--- src/rtl/con_pkg.sv ---
// Shared constants, FSM state encoding and the tag record for the 7x7 convolution
// scan sequencer.
package con_pkg;
    localparam int K            = 7;
    localparam int CON_COORD_W  = 8;
    localparam int PIPE_LAT_DEF = 8;
    localparam int CREDITS_DEF  = 8;

    typedef enum logic [1:0] {
        IDLE  = 2'd0,
        RUN   = 2'd1,
        DRAIN = 2'd2,
        DONE  = 2'd3
    } con_scan_state_t;

    typedef struct packed {
        logic                   valid;
        logic [CON_COORD_W-1:0] row;
        logic [CON_COORD_W-1:0] col;
        logic                   last;
    } con_tag_t;
endpackage

--- src/rtl/con_scan_ctrl_if.sv ---
// Control, window-issue and result-tag signals between the scan sequencer and
// the rest of the convolution datapath.
interface con_scan_ctrl_if #(
    parameter int COORD_W = 8
);
    logic               start;
    logic [COORD_W-1:0] cfg_w;
    logic [COORD_W-1:0] cfg_h;
    logic               credit_ret;
    logic               busy;
    logic               done;
    logic               err;
    logic               win_valid;
    logic [COORD_W-1:0] win_row;
    logic [COORD_W-1:0] win_col;
    logic               out_valid;
    logic [COORD_W-1:0] out_row;
    logic [COORD_W-1:0] out_col;
    logic               out_last;

    modport master (
        input  start, cfg_w, cfg_h, credit_ret,
        output busy, done, err, win_valid, win_row, win_col,
               out_valid, out_row, out_col, out_last
    );

    modport slave (
        output start, cfg_w, cfg_h, credit_ret,
        input  busy, done, err, win_valid, win_row, win_col,
               out_valid, out_row, out_col, out_last
    );
endinterface

--- src/rtl/con_tag_pipe.sv ---
// Fixed-latency shift register that carries issue tags alongside the datapath
// so results come out labelled with their output-map position.
module con_tag_pipe
    import con_pkg::*;
#(
    parameter int DEPTH = PIPE_LAT_DEF
) (
    input  logic     clk,
    input  logic     rst,
    input  con_tag_t din,
    output con_tag_t dout,
    output logic     pending
);
    con_tag_t stage [DEPTH];

    always_ff @(posedge clk) begin
        if (rst) begin
            for (int i = 0; i < DEPTH; i++) stage[i] <= '0;
        end else begin
            stage[0] <= din;
            for (int i = 1; i < DEPTH; i++) stage[i] <= stage[i-1];
        end
    end

    assign dout = stage[DEPTH-1];

    // Output stage excluded: lets the frame finish the cycle after the last result.
    always_comb begin
        pending = 1'b0;
        for (int i = 0; i < DEPTH - 1; i++) pending = pending | stage[i].valid;
    end
endmodule

--- src/rtl/con_scan_ctrl.sv ---
// Raster-order 7x7 window sequencer with credit-limited issue and tag realignment.
//   state | meaning
//   IDLE  | wait for start
//   RUN   | issue one window per cycle while credit is available
//   DRAIN | wait for in-flight tags to reach the output; also the reject path
//   DONE  | one-cycle completion pulse
module con_scan_ctrl #(
    parameter int K        = con_pkg::K,
    parameter int COORD_W  = con_pkg::CON_COORD_W,
    parameter int PIPE_LAT = con_pkg::PIPE_LAT_DEF,
    parameter int CREDITS  = con_pkg::CREDITS_DEF
) (
    input logic             clk,
    input logic             rst,
    con_scan_ctrl_if.master bus
);
    import con_pkg::*;

    localparam int CRED_W = $clog2(CREDITS + 1);
    localparam logic [1:0] S_IDLE  = 2'(IDLE);
    localparam logic [1:0] S_RUN   = 2'(RUN);
    localparam logic [1:0] S_DRAIN = 2'(DRAIN);
    localparam logic [1:0] S_DONE  = 2'(DONE);
    localparam logic [COORD_W-1:0] K_C       = COORD_W'(K);
    localparam logic [CRED_W-1:0]  CRED_FULL = CRED_W'(CREDITS);

    logic [1:0]         state;
    logic [COORD_W-1:0] row, col, row_max, col_max;
    logic [CRED_W-1:0]  credit;
    logic               cfg_bad, err_q;
    logic               accept, cfg_invalid, issue, last_issue, pending;
    con_tag_t           tag_in, tag_out;

    assign accept      = (state == S_IDLE) && bus.start;
    assign cfg_invalid = (bus.cfg_w < K_C) || (bus.cfg_h < K_C);
    assign issue       = (state == S_RUN) && (credit != '0);
    assign last_issue  = (row == row_max) && (col == col_max);

    always_ff @(posedge clk) begin
        if (rst) begin
            state   <= S_IDLE;
            row     <= '0;
            col     <= '0;
            row_max <= '0;
            col_max <= '0;
            cfg_bad <= 1'b0;
            err_q   <= 1'b0;
        end else begin
            case (state)
                S_IDLE: if (bus.start) begin
                    row     <= '0;
                    col     <= '0;
                    row_max <= bus.cfg_h - K_C;
                    col_max <= bus.cfg_w - K_C;
                    cfg_bad <= cfg_invalid;
                    err_q   <= 1'b0;
                    state   <= cfg_invalid ? S_DRAIN : S_RUN;
                end
                S_RUN: if (issue) begin
                    if (col == col_max) begin
                        col <= '0;
                        if (row == row_max) state <= S_DRAIN;
                        else                row   <= row + 1'b1;
                    end else begin
                        col <= col + 1'b1;
                    end
                end
                S_DRAIN: if (!pending) begin
                    state <= S_DONE;
                    err_q <= cfg_bad;
                end
                default: state <= S_IDLE;
            endcase
        end
    end

    // Simultaneous issue and return cancel; returns beyond a full buffer are dropped.
    always_ff @(posedge clk) begin
        if (rst || accept) begin
            credit <= CRED_FULL;
        end else begin
            case ({issue, bus.credit_ret})
                2'b10:   credit <= credit - 1'b1;
                2'b01:   if (credit != CRED_FULL) credit <= credit + 1'b1;
                default: credit <= credit;
            endcase
        end
    end

    always_comb begin
        tag_in       = '0;
        tag_in.valid = issue;
        tag_in.row   = issue ? CON_COORD_W'(row) : '0;
        tag_in.col   = issue ? CON_COORD_W'(col) : '0;
        tag_in.last  = issue && last_issue;
    end

    con_tag_pipe #(.DEPTH(PIPE_LAT)) u_tag_pipe (
        .clk     (clk),
        .rst     (rst),
        .din     (tag_in),
        .dout    (tag_out),
        .pending (pending)
    );

    assign bus.busy      = (state == S_RUN) || (state == S_DRAIN);
    assign bus.done      = (state == S_DONE);
    assign bus.err       = err_q;
    assign bus.win_valid = issue;
    assign bus.win_row   = row;
    assign bus.win_col   = col;
    assign bus.out_valid = tag_out.valid;
    assign bus.out_row   = COORD_W'(tag_out.row);
    assign bus.out_col   = COORD_W'(tag_out.col);
    assign bus.out_last  = tag_out.last;
endmodule

--- src/flat_wrapper.sv ---
// flat-port wrapper written by rule: the top's interface ports become plain ports
module con_scan_ctrl_flat import con_pkg::*;
#(
    parameter int K        = con_pkg::K,
    parameter int COORD_W  = con_pkg::CON_COORD_W,
    parameter int PIPE_LAT = con_pkg::PIPE_LAT_DEF,
    parameter int CREDITS  = con_pkg::CREDITS_DEF
)
  (clk, rst, bus_start, bus_cfg_w, bus_cfg_h, bus_credit_ret, bus_busy, bus_done, bus_err, bus_win_valid, bus_win_row, bus_win_col, bus_out_valid, bus_out_row, bus_out_col, bus_out_last);
  con_scan_ctrl_if #(.COORD_W(COORD_W)) bus_i ();
  input logic clk;
  input logic rst;
  input wire logic [$bits(bus_i.start)-1:0] bus_start;
  input wire logic [$bits(bus_i.cfg_w)-1:0] bus_cfg_w;
  input wire logic [$bits(bus_i.cfg_h)-1:0] bus_cfg_h;
  input wire logic [$bits(bus_i.credit_ret)-1:0] bus_credit_ret;
  output wire logic [$bits(bus_i.busy)-1:0] bus_busy;
  output wire logic [$bits(bus_i.done)-1:0] bus_done;
  output wire logic [$bits(bus_i.err)-1:0] bus_err;
  output wire logic [$bits(bus_i.win_valid)-1:0] bus_win_valid;
  output wire logic [$bits(bus_i.win_row)-1:0] bus_win_row;
  output wire logic [$bits(bus_i.win_col)-1:0] bus_win_col;
  output wire logic [$bits(bus_i.out_valid)-1:0] bus_out_valid;
  output wire logic [$bits(bus_i.out_row)-1:0] bus_out_row;
  output wire logic [$bits(bus_i.out_col)-1:0] bus_out_col;
  output wire logic [$bits(bus_i.out_last)-1:0] bus_out_last;
  assign bus_i.start = bus_start;
  assign bus_i.cfg_w = bus_cfg_w;
  assign bus_i.cfg_h = bus_cfg_h;
  assign bus_i.credit_ret = bus_credit_ret;
  assign bus_busy = bus_i.busy;
  assign bus_done = bus_i.done;
  assign bus_err = bus_i.err;
  assign bus_win_valid = bus_i.win_valid;
  assign bus_win_row = bus_i.win_row;
  assign bus_win_col = bus_i.win_col;
  assign bus_out_valid = bus_i.out_valid;
  assign bus_out_row = bus_i.out_row;
  assign bus_out_col = bus_i.out_col;
  assign bus_out_last = bus_i.out_last;
  con_scan_ctrl #(.K(K), .COORD_W(COORD_W), .PIPE_LAT(PIPE_LAT), .CREDITS(CREDITS)) u_core (.clk(clk), .rst(rst), .bus(bus_i));
endmodule
--- config.mk ---
export PLATFORM = sky130hd
export DESIGN_NAME = con_scan_ctrl_flat
export DESIGN_NICKNAME = d
export VERILOG_FILES = /design/src/rtl/con_pkg.sv /design/src/rtl/con_scan_ctrl_if.sv /design/src/rtl/con_tag_pipe.sv /design/src/rtl/con_scan_ctrl.sv /design/src/flat_wrapper.sv
export SDC_FILE = /design/constraint.sdc
export NUM_CORES = 1
export LEC_CHECK = 0
export CAP_MARGIN = 10
export CORE_ASPECT_RATIO = 1.5
export CORE_UTILIZATION = 40
export DETAILED_ROUTE_END_ITERATION = 8
export PLACE_DENSITY = 0.61
export SYNTH_ARGS = -nofsm -noshare
export SYNTH_HDL_FRONTEND = slang
export SYNTH_HIERARCHICAL = 1
export SYNTH_SLANG_ARGS = --single-unit
export TNS_END_PERCENT = 5
--- constraint.sdc ---
create_clock -name clk -period 2.4 [get_ports clk]
set_clock_uncertainty 0.05 [all_clocks]
set_input_delay 0.48 -clock clk [delete_from_list [all_inputs] [get_ports clk]]
set_output_delay 0.48 -clock clk [all_outputs]
set_load 0.01 [all_outputs]
==> flow_summary_export.csv <==
group,metric,value,unit
floorplan,fp.dieH,160,um
floorplan,start_util,40.9,%
routing,wl_per_cell,12.2,um
power_and_ir_drop,leakage,3.09,nW
yosys,synth_ff_type,"dfxtp_1",
floorplan,die_area,0.0171,mm^2
finish,drive_gt1_share,19.3,%
yosys,ys_ff_latch,184,
finish,fin_cells,896,
routing,ant_nets,0,
sta,setup_viol,0,
finish,area_delta_synth_final,21.9,%
placement,numPlacedInstances,862,
sta,max_slew.worst_pin.slew,0.670,ns
worst_setup_path,timing.rr.end,"u_core/credit[3]",
yosys,syn-cell-area,0.00662,mm^2
worst_setup_path,reg2reg_depth,8,
worst_setup_path,cp.required,2.66,ns
yosys,avgSynthCellArea,10.8,um^2
sta,slew_violations,0,
sta,hold_violations,0,
yosys,yosysTopAreaCell,"dfxtp_1",
routing,drt-total-wl,10900,um
routing,dr_total_vias,4180,
clocking,numCtsBuffers,17,
floorplan,placementRows,57,
finish,diodes,0,
placement,port_buffers,57,
power_and_ir_drop,powerDensity,946,mW/mm^2
clocking,path_clk_slew,0.07,ns
finish,n_fill_cell,1486,
power_and_ir_drop,p_total,7.64,mW
floorplan,die_w,107,um
sta,timing.hold.ws,0.377,ns
sta,slew_headroom,55.3,%
yosys,synth_nets,643,
yosys,synth_cells,611,
worst_setup_path,rrSetupSlack,0.04,ns
clocking,root_buffer,"clkbuf_16",
clocking,cts_buffer_depth,2,
sta,rsz0062_at_grt,"true",
clocking,clkLatencyLatePin,0.42,ns
yosys,synthTopCellsByCount,"184 x dfxtp_1, 95 x nor2b_1, 51 x nor2b_2",
global_route,grt_pass1_vias,3933,
clocking,cts_tree,"yes",
global_route,grt_remaining_overflow,0,
yosys,yosys-top-cells-area,"dfxtp_1 56%, nor2b_1 9.0%, nor2b_2 6.7%, xnor2_1 2.6%, ha_1 2.1%",
floorplan,io_pins,58,
worst_setup_path,crit_end,"u_core/credit[3]",
yosys,synth_seq_area_share,55.6,%
global_route,antenna_found_initial,0,
sta,max_clock_freq,423,MHz
floorplan,core_area,0.0162,mm^2
run,max-cap-violations,0,
placement,globalplace.congestion,0.735,
finish,register_area,0.00369,mm^2
worst_setup_path,end_kind,"register",
run_status,status,"completed",
routing,drt_iter0_markers,140,
global_route,grt_pass1_wl,17600,um
worst_setup_path,worstSetupPathType,"register to register",
hold_path,min_path_type,"register to register",
clocking,htreeDepth,4,
worst_setup_path,cp.arrival,2.63,ns
worst_setup_path,path_max_fanout,3,
routing,dr.pass1.iters,4,
placement,dp_hpwl,7270,um
yosys,yosysWarnings,6,
global_route,grt.total_usage,13.1,%
yosys,synth_edf_count,0,
yosys,ys_types,52,
finish,num-nets-final,709,
sta,fin_crit_sh,98.5,%
routing,drc,0,
worst_setup_path,r2r_start,"u_core/credit[3]",
global_route,grt_max_degree,88,
yosys,yosysMostFrequentCell,"dfxtp_1",
worst_setup_path,crit_start,"u_core/credit[3]",
worst_setup_path,start_kind,"register",
routing,viasPerCell,4.67,
clocking,clock-sinks,184,
yosys,async_flop_share,0,%
finish,multi_input_area,0.00263,mm^2
yosys,yosys.area.top_type_share,55.6,%
sta,layout_min_cycle_time,2.36,ns
power_and_ir_drop,peakVddDrop,502,uV
[layer usage]
layer	GRT usage, %	vias to the layer above	part of all wire, %
met3	4.54	15	5.1
met1	13.7	1931	42
met2	23.2	111	52
li1	-	2123	-
met4	6.04	0	1.6
met5	0	-	0
[what timing repair did]
item | CTS | global route
pin swaps | 0 | 5
resized for setup | 1 | 8
buffers inserted | 0 | 2
hold buffers | 0 | 0
cloned | 0 | 0
endpoints found under the setup margin | 2 | 3
[area by class of cell]
class	count	area share [%]
clock inverter	14	2.18
multi-input combinational	377	32.6
inverter	4	0.186
clock buffer	18	5.44
timing repair buffer	93	10.7
sequential	184	45.7
tap	206	3.19
[cell families after synthesis]
kind of cell,share of synthesized area (%)
AO/OA/AOI/OAI,6.33
XOR/XNOR,4.63
adder cells (fa/ha/maj),2.38
buffers and inverters,5.29
flip-flops,55.6
multiplexers,0.623
AND/OR/NAND/NOR,25.1
[where the power goes]
group / total (mW) / leakage [nW] / internal [mW] / switching (mW)
Sequential: 3.29 / 1.49 / 3.19 / 0.0997
Clock: 2.82 / 0.300 / 1.61 / 1.21
Combinational: 1.53 / 1.30 / 0.648 / 0.884
[cell usage in the layout (no fill, tap or decap), types with 6 or more instances in the layout]
cell	instances
dfxtp_1	180
nor2b_1	95
clkdlybuf4s50_1	55
nor2b_2	51
buf_4	34
nor2_1	32
nand2_1	23
xnor2_1	20
clkbuf_16	17
and2_1	17
xor2_1	15
a21oi_1	13
a211oi_1	12
nor3_1	10
ha_1	9
nand4_1	7
inv_6	6
[through the flow]
step	TNS [ns]	utilization [%]	setup slack [ns]	cell area (um^2)
floorplan	0	-	0.00214	6630
global route	-0.0562	49.9	-0.0258	8080
finish	0	49.9	0.0365	8080
CTS	-0.0497	49.5	-0.0497	8020
global placement	-0.0193	45.8	-0.0193	7410
detailed placement	-0.0907	45.8	-0.0871	7410
[registers in the layout (all words and copies together) (netlist names)]
name / count
u_core/col_max: 8
u_core/row_max: 8
u_core/bus.win_row: 8
u_core/u_tag_pipe/stage: 144
u_core/state: 2
u_core/cfg_bad: 1
u_core/bus.err: 1
u_core/bus.win_col: 8
u_core/credit: 4
[worst min-delay path by stage]
stage	start	end	depth (start not counted)
2_1_floorplan	u_core/u_tag_pipe/stage[0][119]	u_core/u_tag_pipe/stage[0][137]	1
3_3_place_gp	u_core/u_tag_pipe/stage[0][45]	u_core/u_tag_pipe/stage[0][63]	1
3_5_place_dp	u_core/u_tag_pipe/stage[0][118]	u_core/u_tag_pipe/stage[0][136]	1
4_1_cts	u_core/u_tag_pipe/stage[0][88]	u_core/u_tag_pipe/stage[0][106]	1
5_1_grt	u_core/u_tag_pipe/stage[0][23]	u_core/u_tag_pipe/stage[0][41]	1
6_report	u_core/u_tag_pipe/stage[0][40]	u_core/u_tag_pipe/stage[0][58]	1
[critical path: stages (launching register included)]
cell and delay [ns]:
dfxtp_2 0.34, or4_4 0.57, nand2_4 0.10, nand2_2 0.08, buf_4 0.15, ha_4 0.23, a21o_1 0.20, a311o_1 0.27
a311o_1 0.26
(Power assumes the default switching activity.)
